===== config.mk =====
export PLATFORM = sky130hd
export DESIGN_NAME = lcd_bus_scheduler
export DESIGN_NICKNAME = d
export VERILOG_FILES = /design/src/rtl/lcd_bus_scheduler.sv
export SDC_FILE = /design/constraint.sdc
export NUM_CORES = 1
export LEC_CHECK = 0
export CAP_MARGIN = 10
export CORE_MARGIN = 2
export CORE_UTILIZATION = 28
export DETAILED_ROUTE_END_ITERATION = 8
export GPL_TIMING_DRIVEN = 1
export PLACE_DENSITY_LB_ADDON = 0.08
export REMOVE_ABC_BUFFERS = 1
export SYNTH_ARGS = -nofsm -noshare
export SYNTH_HDL_FRONTEND = slang
export SYNTH_SLANG_ARGS = --single-unit

===== constraint.sdc =====
create_clock -name i_clk -period 2.5 [get_ports i_clk]
set_clock_uncertainty 0.2 [all_clocks]
set_input_delay 0.25 -clock i_clk [delete_from_list [all_inputs] [get_ports i_clk]]
set_output_delay 0.25 -clock i_clk [all_outputs]
set_load 0.005 [all_outputs]

===== src/rtl/lcd_bus_scheduler.sv =====
// Arbitrates the 8080-style LCD write bus between a command source and a pixel streamer.
// Pixel frames are optionally aligned to the panel tearing signal (fmark).
module lcd_bus_scheduler #(
    parameter int WR_LO       = 1,
    parameter int WR_HI       = 1,
    parameter int FRAME_BYTES = 153600,
    parameter int CNT_W       = 18
) (
    input  logic       i_clk,
    input  logic       i_reset_n,
    input  logic       i_frame_sync_en,
    input  logic       i_cmd_valid,
    input  logic       i_cmd_rs,
    input  logic [7:0] i_cmd_data,
    output logic       o_cmd_ready,
    input  logic       i_pix_valid,
    input  logic [7:0] i_pix_data,
    output logic       o_pix_ready,
    input  logic       i_lcd_fmark,
    output logic       o_lcd_wr,
    output logic       o_lcd_rs,
    output logic [7:0] o_lcd_data,
    output logic       o_frame_active,
    output logic       o_frame_done,
    output logic       o_fmark_overrun
);

    localparam int PH_MAX = (WR_LO > WR_HI) ? WR_LO : WR_HI;
    localparam int PH_W   = $clog2(PH_MAX + 1);

    localparam logic [PH_W-1:0]  LO_LOAD  = PH_W'(WR_LO - 1);
    localparam logic [PH_W-1:0]  HI_LOAD  = PH_W'(WR_HI - 1);
    localparam logic [CNT_W-1:0] LAST_IDX = CNT_W'(FRAME_BYTES - 1);

    typedef enum logic [1:0] {
        S_IDLE,
        S_WAIT_FMARK,
        S_FRAME
    } state_e;

    typedef enum logic [1:0] {
        E_IDLE,
        E_LO,
        E_HI
    } eng_e;

    state_e           state_q, state_d;
    eng_e             eng_q, eng_d;
    logic [PH_W-1:0]  ph_q, ph_d;
    logic             wr_q, wr_d;
    logic             rs_q, rs_d;
    logic [7:0]       data_q, data_d;
    logic [CNT_W-1:0] cnt_q, cnt_d;
    logic             last_q, last_d;
    logic             pend_q, pend_d;
    logic             done_q, done_d;
    logic             ovr_q, ovr_d;
    logic             rdy_en_q;
    logic             fm_s1_q, fm_s2_q, fm_s3_q;

    logic eng_free;
    logic hi_end;
    logic fm_edge;
    logic fm_go;
    logic cmd_ready;
    logic pix_ready;
    logic cmd_acc;
    logic pix_acc;

    always_ff @(posedge i_clk or negedge i_reset_n) begin
        if (!i_reset_n) begin
            fm_s1_q  <= 1'b0;
            fm_s2_q  <= 1'b0;
            fm_s3_q  <= 1'b0;
            rdy_en_q <= 1'b0;
        end else begin
            fm_s1_q  <= i_lcd_fmark;
            fm_s2_q  <= fm_s1_q;
            fm_s3_q  <= fm_s2_q;
            rdy_en_q <= 1'b1;
        end
    end

    always_comb begin
        hi_end   = (eng_q == E_HI) && (ph_q == '0);
        eng_free = (eng_q == E_IDLE) || hi_end;
        fm_edge  = fm_s2_q & ~fm_s3_q;
        fm_go    = pend_q | fm_edge;

        cmd_ready = 1'b0;
        pix_ready = 1'b0;
        unique case (state_q)
            S_IDLE:       cmd_ready = eng_free;
            S_WAIT_FMARK: cmd_ready = eng_free & ~fm_go;
            S_FRAME:      pix_ready = eng_free & ~last_q;
            default:      cmd_ready = 1'b0;
        endcase
        cmd_ready = cmd_ready & rdy_en_q;
        pix_ready = pix_ready & rdy_en_q;

        cmd_acc = i_cmd_valid & cmd_ready;
        pix_acc = i_pix_valid & pix_ready;
    end

    // Write engine: one low phase then one high phase per accepted byte.
    always_comb begin
        eng_d  = eng_q;
        ph_d   = ph_q;
        wr_d   = wr_q;
        rs_d   = rs_q;
        data_d = data_q;

        unique case (eng_q)
            E_LO: begin
                if (ph_q == '0) begin
                    eng_d = E_HI;
                    ph_d  = HI_LOAD;
                    wr_d  = 1'b1;
                end else begin
                    ph_d = ph_q - PH_W'(1);
                end
            end
            E_HI: begin
                if (ph_q == '0) begin
                    eng_d = E_IDLE;
                end else begin
                    ph_d = ph_q - PH_W'(1);
                end
            end
            default: eng_d = E_IDLE;
        endcase

        if (cmd_acc || pix_acc) begin
            eng_d  = E_LO;
            ph_d   = LO_LOAD;
            wr_d   = 1'b0;
            rs_d   = cmd_acc ? i_cmd_rs : 1'b1;
            data_d = cmd_acc ? i_cmd_data : i_pix_data;
        end
    end

    always_comb begin
        state_d = state_q;
        cnt_d   = cnt_q;
        last_d  = last_q;
        pend_d  = pend_q;
        done_d  = 1'b0;
        ovr_d   = 1'b0;

        unique case (state_q)
            S_IDLE: begin
                // A waiting command always wins over starting a frame.
                if (!i_cmd_valid && i_pix_valid) begin
                    pend_d = 1'b0;
                    if (i_frame_sync_en) begin
                        state_d = S_WAIT_FMARK;
                    end else begin
                        state_d = S_FRAME;
                        cnt_d   = '0;
                        last_d  = 1'b0;
                    end
                end
            end
            S_WAIT_FMARK: begin
                if (fm_edge) begin
                    pend_d = 1'b1;
                end
                if (fm_go && eng_free) begin
                    state_d = S_FRAME;
                    cnt_d   = '0;
                    last_d  = 1'b0;
                    pend_d  = 1'b0;
                end
            end
            S_FRAME: begin
                if (pix_acc) begin
                    cnt_d = cnt_q + CNT_W'(1);
                    if (cnt_q == LAST_IDX) begin
                        last_d = 1'b1;
                    end
                end
                if (fm_edge) begin
                    ovr_d = 1'b1;
                end
                if (last_q && hi_end) begin
                    state_d = S_IDLE;
                    last_d  = 1'b0;
                    done_d  = 1'b1;
                end
            end
            default: state_d = S_IDLE;
        endcase
    end

    always_ff @(posedge i_clk or negedge i_reset_n) begin
        if (!i_reset_n) begin
            state_q <= S_IDLE;
            eng_q   <= E_IDLE;
            ph_q    <= '0;
            wr_q    <= 1'b1;
            rs_q    <= 1'b0;
            data_q  <= 8'h00;
            cnt_q   <= '0;
            last_q  <= 1'b0;
            pend_q  <= 1'b0;
            done_q  <= 1'b0;
            ovr_q   <= 1'b0;
        end else begin
            state_q <= state_d;
            eng_q   <= eng_d;
            ph_q    <= ph_d;
            wr_q    <= wr_d;
            rs_q    <= rs_d;
            data_q  <= data_d;
            cnt_q   <= cnt_d;
            last_q  <= last_d;
            pend_q  <= pend_d;
            done_q  <= done_d;
            ovr_q   <= ovr_d;
        end
    end

    assign o_cmd_ready     = cmd_ready;
    assign o_pix_ready     = pix_ready;
    assign o_lcd_wr        = wr_q;
    assign o_lcd_rs        = rs_q;
    assign o_lcd_data      = data_q;
    assign o_frame_active  = (state_q == S_FRAME);
    assign o_frame_done    = done_q;
    assign o_fmark_overrun = ovr_q;

endmodule


==> results of run 1 <==
## flip-flops by register name, summed over array words and instances, names as in the netlist
name,count
o_lcd_data,8
o_fmark_overrun,1
fm_s3_q,1
o_lcd_wr,1
o_lcd_rs,1
fm_s2_q,1
pend_q,1
state_q,2
last_q,1
o_frame_done,1
eng_q,2
cnt_q,18
fm_s1_q,1
rdy_en_q,1
## cell type report
class | instances | share of cell area, %
well taps | 102 | 4.58
repair buffers | 50 | 16.7
clock buffers | 5 | 2.47
flip-flops and latches | 40 | 36.0
inverters | 5 | 0.674
clock inverters | 3 | 0.674
multi-input cells | 147 | 38.9
## per-stage QoR
step / utilization, % / worst slack (ns) / cell area [um2]
after detailed placement: 35.2 / 0.125 / 2690
after floorplan: - / 0.490 / 2110
after global placement: 35.2 / 0.166 / 2690
after global routing: 36.4 / 0.0646 / 2790
after CTS: 36.4 / 0.176 / 2790
final: 36.4 / 0.205 / 2790
## power by group through the flow
stage | Clock [mW] | Sequential (mW) | Combinational (mW)
after detailed placement | 0 | 0.923 | 0.776
after floorplan | 0 | 0.915 | 0.374
final | 0.431 | 0.915 | 0.761
after CTS | 0.458 | 0.917 | 0.778
after global placement | 0 | 0.928 | 0.774
after global routing | 0.489 | 0.940 | 0.841
## worst register-to-register path: cells and delay by family (launching register included)
kind	cells	cell delay [ns]
buffers and inverters	2	0.40
DFF	1	0.53
AOI/OAI and AO/OA	1	0.38
and+or+nand+nor	3	0.31
xor gates and xnor gates	1	0.16
## path summary, 6_finish.rpt
check                                  startpoint                    end  slack [ns]  depth (start not counted)
setup / recovery           state_q[1]$_DFFE_PN0P_         o_frame_active        0.21                          4
hold / removal                  fm_s1_q$_DFF_PN0_      fm_s2_q$_DFF_PN0_        0.15                          0
setup reg to reg           state_q[1]$_DFFE_PN0P_  cnt_q[12]$_DFFE_PN0P_        0.43                          7
hold reg to reg                 fm_s1_q$_DFF_PN0_      fm_s2_q$_DFF_PN0_        0.15                          0
max in group asynchronous               i_reset_n   o_lcd_wr$_DFFE_PN1P_        1.20                          3
min in group asynchronous               i_reset_n  cnt_q[11]$_DFFE_PN0P_        0.18                          2
## synth_stat cells, types with 3 or more instances
cell and instances:
a2111oi_4 5, xnor2_1 13, and4_1 4, buf_6 4, dfrtp_1 39, nand2_1 20, a21oi_1 8, nand3_1 6
inv_1 4, a211oi_1 3, o21ai_1 16, nor2_1 22, mux2i_1 9, a2111oi_2 3
## layer usage
metal  track usage, %  up-vias  wire, um
li1                 -      811         -
met5                0        -         0
met4             2.99        0        22
met3             3.25        2       214
met2             20.0       37      2170
met1             17.8      772      2480
## logic make-up after synthesis
group	after synthesis	share of synthesized area, %
buf+inv	16	5.06
compound gates	46	19.5
simple gates	77	19.9
xor+xnor	13	5.18
mux	9	4.10
flops	40	45.6
fa+ha+maj	1	0.569
other cells	1	0.171
==> load_flow_metrics.sql, run 1 <==
INSERT INTO impl_metrics (metric_group, metric, value, unit) VALUES
('power', 'power.share.switching', '34.8', '%'),
('layout', 'post_route_cells_drive_above_1_share', '16.4', '%'),
('logic_synthesis', 'synth_cell_types', '51', ''),
('timing', 'fin_hold_ws', '0.151', 'ns'),
('grt', 'grt-ovfl-total', '0', ''),
('layout', 'multi_input_comb_area', '1080', 'um2'),
('cts', 'clock_tree_from_tritoncts', 'done', ''),
('logic_synthesis', 'synth_sequential_area_ratio', '45.6', '%'),
('cts', 'hold_buffers', '1', ''),
('drt', 'finalWirelength', '4.88', 'mm'),
('power', 'vdd_drop_max', '0.000267', 'V'),
('drt', 'avgViaCountPerCell', '4.61', ''),
('cts', 'clockRootBuffer', 'clkbuf_8', ''),
('layout', 'sequential_cell_area', '1000', 'um2'),
('timing', 'rsz0062_at_grt', 'false', ''),
('floorplan', 'design.die.area', '8580', 'um2'),
('layout', 'num-nets-final', '273', ''),
('placed_design', 'portBuffers', '37', ''),
('power', 'post-layout-total-power', '2.11', 'mW'),
('logic_synthesis', 'synth-edff-count', '0', ''),
('cts', 'cts_setup_buffers', '0', ''),
('critical_path', 'critPathCaptureType', 'output port', ''),
('min_path', 'hold_path_class', 'flip-flop to flip-flop', ''),
('critical_path', 'worst_path_dominant_cell_family', 'buffers and inverters', ''),
('run_status', 'status', 'finished, final reports clean', ''),
('timing', 'timing.setup.tns', '0', 'ns'),
('critical_path', 'crit_path_top_delay_cell', 'dfrtp_1', ''),
('drt', 'initialDrtViolationCount', '75', ''),
('layout', 'filler_cell_count', '756', ''),
('critical_path', 'path_cells', 'nand2b_1 -> buf_4 -> inv_2 -> clkdlybuf4s50_1', ''),
('layout', 'final-instance-count-excl-fill', '352', ''),
('logic_synthesis', 'async_flop_share', '100', '%'),
('logic_synthesis', 'synth_top_area_cell', 'dfrtp_1', ''),
('cts', 'tritoncts.num_buffers', '5', ''),
('drt', 'drc', '0', ''),
('placed_design', 'place.detailed.hpwl', '3.48', 'mm'),
('cts', 'clkSlewWorstSetupHoldPaths', '0.08', 'ns'),
('timing', 'achievable-frequency', '0.436', 'GHz'),
('layout', 'most_frequent_standard_cell_in_the_layout_excluding_fill_and_tap_cells', 'dfrtp_1', ''),
('power', 'total_leakage_power', '1.10', 'nW'),
('job', 'max-cap-violations', '0', ''),
('drt', 'post_drt_wl_per_cell', '13.9', 'um'),
('logic_synthesis', 'ys_ff_latch', '40', ''),
('critical_path', 'critical_path_class', 'flip-flop to output port', ''),
('floorplan', 'design.core.area', '7650', 'um2'),
('grt', 'antenna_found_initial', '0', ''),
('grt', 'grt_pass1_wl', '8.67', 'mm'),
('floorplan', 'fp-row-count', '32', ''),
('logic_synthesis', 'netlist_instances', '203', ''),
('cts', 'cts_resized', '0', ''),
('logic_synthesis', 'synth_area_per_cell', '10.8', 'um2'),
('grt', 'groute.usage.overall', '12.8', '%'),
('timing', 'timing.final.hold_violations', '0', ''),
('power', 'sequentialPowerShare', '43.4', '%'),
('logic_synthesis', 'synth_area_leaders', 'dfrtp_1 44%, a2111oi_4 6.3%, xnor2_1 5.2%', ''),
('power', 'power.switching', '0.733', 'mW'),
('logic_synthesis', 'synth_warnings', '0', ''),
('power', 'cellInternalPower', '1.37', 'mW'),
('critical_path', 'slowest_delay', '0.60', 'ns'),
('placed_design', 'place_congestion', '0.704', ''),
('critical_path', 'type_of_origin_of_the_critical_path', 'flip-flop', ''),
('cts', 'worst_skew_pair_later_pin_latency', '0.29', 'ns'),
('layout', 'syn_to_final_growth', '26.8', '%'),
('grt', 'maximum_number_of_pins_on_one_net_before_global_route_repair', '28', ''),
('timing', 'finalCritPeriodShare', '91.8', '%'),
('floorplan', 'initial_cell_density_of_the_core', '28.7', '%'),
('layout', 'layout_common_cells', '39 x dfrtp_1, 36 x clkdlybuf4s50_1, 22 x nor2_1', ''),
('critical_path', 'path_max_fanout', '10', ''),
('critical_path', 'crit_arrival', '1.84', 'ns'),
('floorplan', 'boundaryPins', '38', ''),
('placed_design', 'placedCellCount', '343', '');
(Power assumes the default switching activity.)
==> inputs of run 2 (changes only) <==
--- a/config.mk
+++ b/config.mk
@@ -5,7 +5,7 @@
 export SDC_FILE = /design/constraint.sdc
 export NUM_CORES = 1
 export LEC_CHECK = 0
-export CAP_MARGIN = 10
+export CAP_MARGIN = 20
 export CORE_MARGIN = 2
 export CORE_UTILIZATION = 28
 export DETAILED_ROUTE_END_ITERATION = 8
==> results of run 2 <==
Final layout, timing and power as in run 1 (identical DEF).
